**config.mk**
```make
export PLATFORM = sky130hd
export DESIGN_NAME = branch_redirect_ctrl
export DESIGN_NICKNAME = d
export VERILOG_FILES = /design/src/rtl/branch_pkg.sv /design/src/rtl/branch_fifo.sv /design/src/rtl/branch_redirect_ctrl.sv
export SDC_FILE = /design/constraint.sdc
export NUM_CORES = 1
export LEC_CHECK = 0
export CORE_MARGIN = 2
export CORE_UTILIZATION = 56
export CTS_CLUSTER_DIAMETER = 80
export DETAILED_ROUTE_END_ITERATION = 8
export MAX_ROUTING_LAYER = met4
export PLACE_DENSITY_LB_ADDON = 0.1
export SYNTH_ARGS = -nofsm -noshare
export SYNTH_HDL_FRONTEND = slang
export SYNTH_SLANG_ARGS = --single-unit
```
**constraint.sdc**
```tcl
create_clock -name clk -period 4.05 [get_ports clk]
set_clock_uncertainty 0.15 [all_clocks]
set_input_delay 0.6075 -clock clk [delete_from_list [all_inputs] [get_ports clk]]
set_output_delay 0.6075 -clock clk [all_outputs]
set_load 0.1 [all_outputs]
```
**src/rtl/branch_pkg.sv**
```systemverilog
// Shared definitions for the branch redirect controller: FSM encoding and
// the layout of one in-flight branch record.
package branch_pkg;

  localparam logic [1:0] ST_IDLE  = 2'd0;
  localparam logic [1:0] ST_REDIR = 2'd1;
  localparam logic [1:0] ST_FLUSH = 2'd2;

  // One in-flight branch: predicted direction plus both candidate PCs.
  localparam int ENTRY_W = 65;

  typedef struct packed {
    logic        pred;
    logic [31:0] fallthru;
    logic [31:0] target;
  } br_entry_t;

endpackage

```
**src/rtl/branch_fifo.sv**
```systemverilog
// Synchronous FIFO of in-flight branch records, oldest at the head.
// A synchronous clear empties it in one cycle and overrides push/pop.
module branch_fifo
  import branch_pkg::*;
#(
  parameter int DEPTH = 4,
  parameter int W     = ENTRY_W
) (
  input  logic                       clk,
  input  logic                       rst_n,
  input  logic                       clr,
  input  logic                       push,
  input  logic                       pop,
  input  logic [W-1:0]               din,
  output logic [W-1:0]               dout,
  output logic                       full,
  output logic                       empty,
  output logic [$clog2(DEPTH):0]     count
);

  localparam int AW = $clog2(DEPTH);
  localparam int CW = AW + 1;
  localparam logic [AW-1:0] LAST_PTR = AW'(DEPTH - 1);
  localparam logic [CW-1:0] FULL_CNT = CW'(DEPTH);

  logic [W-1:0]  mem [DEPTH];
  logic [AW-1:0] wr_ptr;
  logic [AW-1:0] rd_ptr;
  logic          do_push;
  logic          do_pop;

  // A push into a full FIFO is legal only when the head leaves in the same cycle.
  assign do_pop  = pop && !empty;
  assign do_push = push && (!full || do_pop);

  assign full  = (count == FULL_CNT);
  assign empty = (count == '0);
  assign dout  = mem[rd_ptr];

  // Pointer and occupancy bookkeeping; pointers wrap at DEPTH.
  always_ff @(posedge clk) begin
    if (!rst_n || clr) begin
      wr_ptr <= '0;
      rd_ptr <= '0;
      count  <= '0;
    end else begin
      if (do_push) wr_ptr <= (wr_ptr == LAST_PTR) ? '0 : wr_ptr + 1'b1;
      if (do_pop)  rd_ptr <= (rd_ptr == LAST_PTR) ? '0 : rd_ptr + 1'b1;
      case ({do_push, do_pop})
        2'b10:   count <= count + 1'b1;
        2'b01:   count <= count - 1'b1;
        default: count <= count;
      endcase
    end
  end

  // Entry storage; contents need no reset since occupancy gates every read.
  always_ff @(posedge clk) begin
    if (do_push && !clr) mem[wr_ptr] <= din;
  end

endmodule

```
**src/rtl/branch_redirect_ctrl.sv**
```systemverilog
// Tracks predicted branches from IF until they resolve in EX. A resolved
// direction that disagrees with the prediction raises a one-cycle redirect to
// the correct PC, flushes IF/ID for two cycles and discards younger entries.
module branch_redirect_ctrl
  import branch_pkg::*;
#(
  parameter int DEPTH = 4,
  parameter int CNT_W = 16
) (
  input  logic              clk,
  input  logic              rst_n,
  input  logic              stall,
  input  logic              if_branch,
  input  logic              if_pred,
  input  logic [31:0]       if_fallthru,
  input  logic [31:0]       if_target,
  input  logic              ex_resolve,
  input  logic              ex_taken,
  output logic              pre_wrong,
  output logic              redirect_valid,
  output logic [31:0]       redirect_pc,
  output logic              flush,
  output logic              stall_req,
  output logic [CNT_W-1:0]  mispredict_cnt,
  output logic              err_underflow
);

  localparam int CW = $clog2(DEPTH) + 1;
  localparam logic [CW-1:0] FULL_CNT = CW'(DEPTH);

  logic [1:0]          state;
  logic                idle_run;
  logic                pop_req;
  logic                mismatch;
  logic                push_req;
  br_entry_t           wr_entry;
  br_entry_t           head;
  logic [ENTRY_W-1:0]  fifo_dout;
  logic                fifo_full;
  logic                fifo_empty;
  logic [CW-1:0]       fifo_count;

  // Push/pop decisions are only taken in IDLE with the pipeline moving.
  assign idle_run = (state == ST_IDLE) && !stall;
  assign head     = fifo_dout;
  assign pop_req  = idle_run && ex_resolve && !fifo_empty;
  assign mismatch = pop_req && (ex_taken != head.pred);
  // A mispredict wipes the FIFO, so a same-cycle push is wrong-path and dropped.
  assign push_req = idle_run && if_branch && !mismatch && (!fifo_full || pop_req);

  assign wr_entry = '{pred: if_pred, fallthru: if_fallthru, target: if_target};

  assign flush     = (state == ST_REDIR) || (state == ST_FLUSH);
  assign stall_req = (fifo_count == FULL_CNT);

  branch_fifo #(
    .DEPTH (DEPTH),
    .W     (ENTRY_W)
  ) u_fifo (
    .clk   (clk),
    .rst_n (rst_n),
    .clr   (mismatch),
    .push  (push_req),
    .pop   (pop_req),
    .din   (wr_entry),
    .dout  (fifo_dout),
    .full  (fifo_full),
    .empty (fifo_empty),
    .count (fifo_count)
  );

  // Redirect sequencing: IDLE -> REDIR -> FLUSH -> IDLE, frozen by stall.
  always_ff @(posedge clk) begin
    if (!rst_n) begin
      state <= ST_IDLE;
    end else if (!stall) begin
      case (state)
        ST_IDLE:  state <= mismatch ? ST_REDIR : ST_IDLE;
        ST_REDIR: state <= ST_FLUSH;
        ST_FLUSH: state <= ST_IDLE;
        default:  state <= ST_IDLE;
      endcase
    end
  end

  // Single-cycle mispredict pulses; they never stretch even if REDIR is stalled.
  always_ff @(posedge clk) begin
    if (!rst_n) begin
      pre_wrong      <= 1'b0;
      redirect_valid <= 1'b0;
    end else begin
      pre_wrong      <= mismatch;
      redirect_valid <= mismatch;
    end
  end

  // Corrected fetch PC, captured at the mispredicting pop and held afterwards.
  always_ff @(posedge clk) begin
    if (!rst_n) begin
      redirect_pc <= '0;
    end else if (mismatch) begin
      redirect_pc <= ex_taken ? head.target : head.fallthru;
    end
  end

  // Saturating mispredict statistic.
  always_ff @(posedge clk) begin
    if (!rst_n) begin
      mispredict_cnt <= '0;
    end else if (mismatch && (mispredict_cnt != {CNT_W{1'b1}})) begin
      mispredict_cnt <= mispredict_cnt + 1'b1;
    end
  end

  // Sticky flag for a resolve arriving with nothing in flight.
  always_ff @(posedge clk) begin
    if (!rst_n) begin
      err_underflow <= 1'b0;
    end else if (idle_run && ex_resolve && fifo_empty) begin
      err_underflow <= 1'b1;
    end
  end

endmodule

```
==> run metrics, run 1 <==
Max Slew Vio Count=0; share of layout cells above drive strength 1=17.07%; Avg Cell Area, Syn=18.73 um^2; Reg2Reg Launch Point=state[1]; Power, Total=7.314 mW; Lkg Pwr=4.777 nW; RR Endpoint=u_fifo.count[2]; Clk Latency, worst-skew pair=500 ps; via count=6291; HPWL after detailed placement=13.51 mm; gpl congestion=0.7385; largest net degree at the start of global routing=65; Setup CP Type=register to output port; total track usage=21.12%; hold depth=2; CTS resizes=0; most frequent cells in the layout=260 x edfxtp_1, 122 x clkdlybuf4s50_1, 65 x mux4_2, 59 x dfxtp_1, 51 x nor2_1; WL/cell=20.75 um; CP Launch Type=register; path depth of the worst reg2reg path=15; Chip Height=151.7 um; syn_nets=733; Hold WC Path Type=register to register; Worst Path Arrival=2280 ps; Post-Route WL=22.82 mm; Sw Share=21.88%; Logic pwr share=9.0%; commonest non-fill, non-tap cell in the layout=edfxtp_1; die width=151.7 um; Root Buffer Master=clkbuf_16; # IOs=124; sequential share of power=50.5%; Setup crit end kind=output port; CTS tree=yes; row count=54; Sw Pwr=1.600 mW; Worst slew margin=33.70%; # Post-CTS Setup Buffers=0; Final #Nets=876; Post-Syn Area=12210 um^2; Yosys reg bits=321; run status=completed; Core Box Area=21620 um^2; critical path required time=3290 ps; Synth warnings=0; Synth Flop Type=edfxtp_1; vias in the first global route=6483; Hold-fix buffers, CTS=0; maximum vdd ir drop=0.0003571 V; router iterations before antenna repair=4; Cells after Synth=652; Max Buffers Root-to-Sink=3; CP cell instances=inv_1 -> ha_1 -> clkdlybuf4s50_1; internal power=5.714 mW; initial antenna violation count=0; CP max FO=3; H-Tree Depth=2; Final Hold Viols=0; Achievable Freq=0.3289 GHz; Starting Density=56.47%; Worst Setup EP=flush; WHS=337.4 ps; RSZ-0062 raised after global routing=no; distinct cell type count after synthesis=40; FF-to-FF setup slack=1240 ps; Worst path slowest cell=clkdlybuf4s50_1; EDFF count, synth=260; Seq/Total Area, Yosys=73.95%; CP peak stage delay=1130 ps; Worst Setup SP=state[0]; Setup-failing EPs final=0; P&R area growth vs syn=21.80%; global route overflow=0; # DRC=0; Async S/R FF share, synth=0%; Worst-path clk slew=60 ps; die area=23000 um^2; Inserted Diodes=0; initial drt markers=349; setup TNS=0 ps; CTS sink cnt=321; final core occ=68.78%; Worst-Margin Slew=991.5 ps; first-pass GRT wire length=35.14 mm; Power Density=491.9 nW/um^2; PortBufs=123; CTS buffer count=34; final antenna-violating net count=0; max_cap viols=0; fraction of the cycle the final worst path needs=75.08%; minimum clock period=3041 ps; Clock Power Share=40.4%; Via density=5.719
==> power by group through the flow <==
stage	clock network (mW)	registers, mW	logic [mW]
floorplan	0	3.91	0.301
global placement	0	3.76	0.657
detailed placement	0	3.77	0.669
CTS	3.01	3.70	0.673
global route	3.15	3.70	0.710
finish	2.96	3.70	0.662
==> registers in the layout, indices dropped and copies added (netlist names), named ones only <==
name / flops
u_fifo.mem: 260
u_fifo.wr_ptr: 2
u_fifo.rd_ptr: 2
redirect_valid: 1
redirect_pc: 32
state: 2
err_underflow: 1
u_fifo.count: 3
mispredict_cnt: 16
==> stage by stage <==
step	setup WS (ps)	cell area (um^2)	std cells
after CTS	975.2	14870	1100
after detailed placement	553.8	13800	1039
after global routing	850.5	14870	1100
after global placement	702.3	13800	1039
after floorplan	346.9	12210	652
final	1009	14870	1100
==> cell families (layout without fill, tap and decap cells) <==
kind of cell	Yosys count	after routing	synth area share (%)
and+or+nand+nor	108	108	4.407
adders and majority gates	10	10	1.086
AOI/OAI and AO/OA	55	55	3.136
DFF	321	321	73.95
buffers and inverters	46	214	1.558
xor gates and xnor gates	10	10	0.8404
muxes	102	102	15.02
==> how the worst min path moves through the flow <==
stage	start	to
3_3_place_gp	err_underflow	err_underflow
6_report	state[0]	state[0]
4_1_cts	state[0]	state[0]
3_5_place_dp	err_underflow	err_underflow
5_1_grt	state[0]	state[0]
2_1_floorplan	u_fifo.rd_ptr[1]	register
==> cell usage after synthesis (2+ instances only) <==
cell	number	area [um^2]
xnor2_1	6	52.55
nor2_1	51	191.4
o41ai_1	2	17.52
mux4_2	65	1464
ha_1	9	112.6
dfxtp_1	61	1221
clkbuf_1	20	75.07
a211oi_1	32	240.2
xor2_1	2	17.52
or4_1	5	37.54
and4_1	6	52.55
nand3_1	5	25.02
nand4_1	4	25.02
nor3_1	4	20.02
edfxtp_1	260	7807
buf_2	11	55.05
nand2b_1	3	18.77
and3_1	6	37.54
inv_1	13	48.80
a21oi_1	14	70.07
o31ai_1	4	30.03
nand2_1	15	56.30
mux2i_1	37	370.4
==> critical path, delay by kind of cell (launching register included) <==
family | cells | cell delay, ps
adders and majority gates | 1 | 270
DFF | 1 | 350
buffers and inverters | 2 | 1180
==> per-layer routing <==
metal / track usage, % / up-vias / wire (um)
met5: - / - / 0
met4: 5.417 / 0 / 409
met3: 3.713 / 40 / 1072
met2: 35.56 / 148 / 11880
met1: 27.06 / 3191 / 9458
li1: - / 2912 / -
==> cell type report <==
class,instances,area (um^2)
Sequential cell,321,9036
Fill cell,1418,6750
Multi-Input combinational cell,285,3015
Timing Repair Buffer,140,1354
Clock buffer,48,924.6
Tap cell,280,350.3
Clock inverter,13,141.4
Inverter,13,48.80
Power figures use the tool's default switching activity.
==> run 2: changes to the inputs <==
- CORE_UTILIZATION: 56 -> 51
- clock period: 4.05 -> 2.47 ns (I/O delays scaled with it)
==> run 2 against run 1 <==
Compared with the run above:
- the run now ends with setup timing left
- die area is 9.5% higher
- via count rose by 6.0%
- first-iteration DRC count grew 31%
- utilization fell by 1.2 points
- worst hold slack lost 8.6 ps
- count of clock-buffer cells in the layout is 1 lower
- combinational power is 89% higher
- flip-flop and latch count stayed put
- global-route usage decreased by 0.80 points
- highest routed layer unchanged
==> run metrics, run 2 (synthesis gave the netlist of run 1 again) <==
path depth of the worst reg2reg path=10 (-5); Chip Height=158.7 um (+4.7%); worst setup slack after layout=-144.5 ps (-1154 ps); Hold-fix buffers, CTS=0 (unchanged); minimum clock period=2614 ps; met2 usage=34.24% (-1.3 points); Final Hold Viols=0 (unchanged); share of layout cells above drive strength 1=30.22% (+13 points); max_cap viols=0 (unchanged); CTS tree=yes; met1 Usage GRT=25.57% (-1.5 points); maximum vdd ir drop=0.0006757 V (+89%); commonest non-fill, non-tap cell in the layout=edfxtp_1; run status=complete, but fails checks; hold wc startpoint=err_underflow; fraction of the cycle the final worst path needs=105.8%; CP Launch Type=register; max reg flops=260 (unchanged); CP cell instances=mux4_2 -> xor2_2 -> nand2_1 -> buf_4 -> buf_6 -> buf_6 -> buf_8 -> and3_4 -> buf_4 -> clkbuf_16; Hold WC Path Type=register to register; most frequent cells in the layout=260 x edfxtp_1, 75 x buf_4, 69 x clkdlybuf4s50_1, 65 x mux4_2, 52 x clkbuf_16; Via density=5.571 (-2.6%); Worst-path clk slew=60 ps (about the same); Setup-failing EPs final=258 (+258); RR Endpoint=u_fifo.mem[2][43]; row count=56 (+3.7%); total track usage=20.32% (-0.80 points); router iterations before antenna repair=5 (+1); failing checks=setup timing; Worst-Margin Slew=988.4 ps (-3.045 ps); CP peak stage delay=520 ps (-610 ps); Max Slew Vio Count=0 (unchanged); hold depth=2 (unchanged); gpl congestion=0.7638 (+3.4%); # IOs=124 (unchanged); Top reg by flops=u_fifo.mem; Worst path slowest cell=mux4_2; critical path required time=2530 ps (-760 ps); Worst Path Arrival=2670 ps (+390 ps); FF-to-FF setup slack=-140 ps (-1380 ps); Clk Latency, worst-skew pair=500 ps (about the same); Hold EP=err_underflow; die width=158.7 um (+4.7%); biggest regs=u_fifo.mem (260), redirect_pc (32), mispredict_cnt (16); via count=6669 (+6.0%); Power Density=767.3 nW/um^2 (+56%); CTS buffer count=34 (unchanged); Core Box Area=23470 um^2 (+8.6%); first-pass GRT wire length=38.62 mm (+9.9%); Reg2Reg Launch Point=u_fifo.mem[0][64]; Achievable Freq=0.3825 GHz; final core occ=67.61% (-1.2 points); Max Buffers Root-to-Sink=3 (unchanged); Root Buffer Master=clkbuf_16; initial drt markers=458 (+31%); WL/cell=22.17 um (+6.8%); met3 Use GR=4.023% (+0.31 points); most used routing layer=met2; RSZ-0062 raised after global routing=yes; P&R area growth vs syn=29.98%; vias in the first global route=6979 (+7.7%); Setup CP Type=register to register; Starting Density=52.01% (-4.5 points); Post-Route WL=26.54 mm (+16%); CTS sink cnt=321 (unchanged); die area=25190 um^2 (+9.5%); H-Tree Depth=2 (unchanged); Worst slew margin=34.11% (+0.41 points); final antenna-violating net count=0 (unchanged); initial antenna violation count=1 (+1); PortBufs=123 (unchanged); largest net degree at the start of global routing=65 (unchanged); Lkg Pwr=5.359 nW (+12%); global route overflow=0 (unchanged); Setup crit end kind=register; # DRC=0 (unchanged); HPWL after detailed placement=14.60 mm (+8.1%); CP max FO=11 (+8); Final #Nets=933 (+6.5%); pre-CTS setup slack=-253.2 ps (-807.0 ps)
-- run 2: cell count changes in the layout (fill, tap and decap cells not counted), sizes merged --
cell / before / now
buf: 18 / 111
bufinv: 3 / 2
diode: 0 / 1
inv: 15 / 14
clkinv: 8 / 11
clkbuf: 48 / 64
clkdlybuf4s50: 122 / 69
-- run 2: worst max-delay path by stage --
stage | start | endpoint | slack, ps | depth (start not counted)
finish | u_fifo.mem[0][64] | u_fifo.mem[2][43] | -140 | 10
detailed placement | ex_resolve | u_fifo.count[2] | -250 | 14
global route | u_fifo.mem[0][64] | u_fifo.count[2] | -240 | 12
floorplan | register | u_fifo.count[2] | -250 | 13
CTS | u_fifo.mem[0][64] | u_fifo.count[2] | -130 | 12
global placement | ex_resolve | u_fifo.count[2] | -220 | 14
-- run 2: worst max-delay path: cells and delay by family, from the launching register on --
kind          cells  cell delay [ps]
buf+inv           6              700
simple gates      2              400
xor+xnor          1              170
mux               1              520
flops             1              380
-- run 2: through the flow --
step	std cells	hold slack [ps]	instance area, um^2	setup TNS, ps	power [mW]
floorplan	652	304.1	12260	-426.4	6.906
global placement	1097	318.3	14020	-376.5	7.287
detailed placement	1097	321.5	14020	-448.9	7.316
CTS	1161	335.3	15120	-221.9	12.15
global route	1197	347.5	15870	-28110	12.58
finish	1197	328.8	15870	-12760	12.18
-- run 2: metal layers --
layer | up-vias | routed length (um) | part of all wire, %
li1 | 3035 | - | -
met1 | 3421 | 11230 | 42
met2 | 176 | 13600 | 51
met3 | 37 | 1246 | 4.7
met4 | 0 | 463 | 1.7
met5 | - | 0 | 0
-- run 2: layout make-up --
cell class | count | area, um^2
inverter | 13 | 48.80
antenna | 1 | 2.502
clock inverter | 14 | 112.6
sequential | 321 | 9046
fill | 1550 | 7604
timing repair buffer | 197 | 2271
clock buffer | 47 | 950.9
tap | 319 | 399.1
multi-input combinational | 285 | 3038
-- run 2: report_power, final --
group	switching (mW)	internal, mW	total, mW
combinational	0.704	0.549	1.25
clock	1.96	2.90	4.86
sequential	0.0570	6.01	6.07
total	2.72	9.45	12.2
-- run 2: what timing repair did --
item	CTS	global route
pin swaps	7	10
gates resized for setup	4	26
endpoints found under the setup margin	2	255
buffers inserted	3	10
gates cloned	0	25
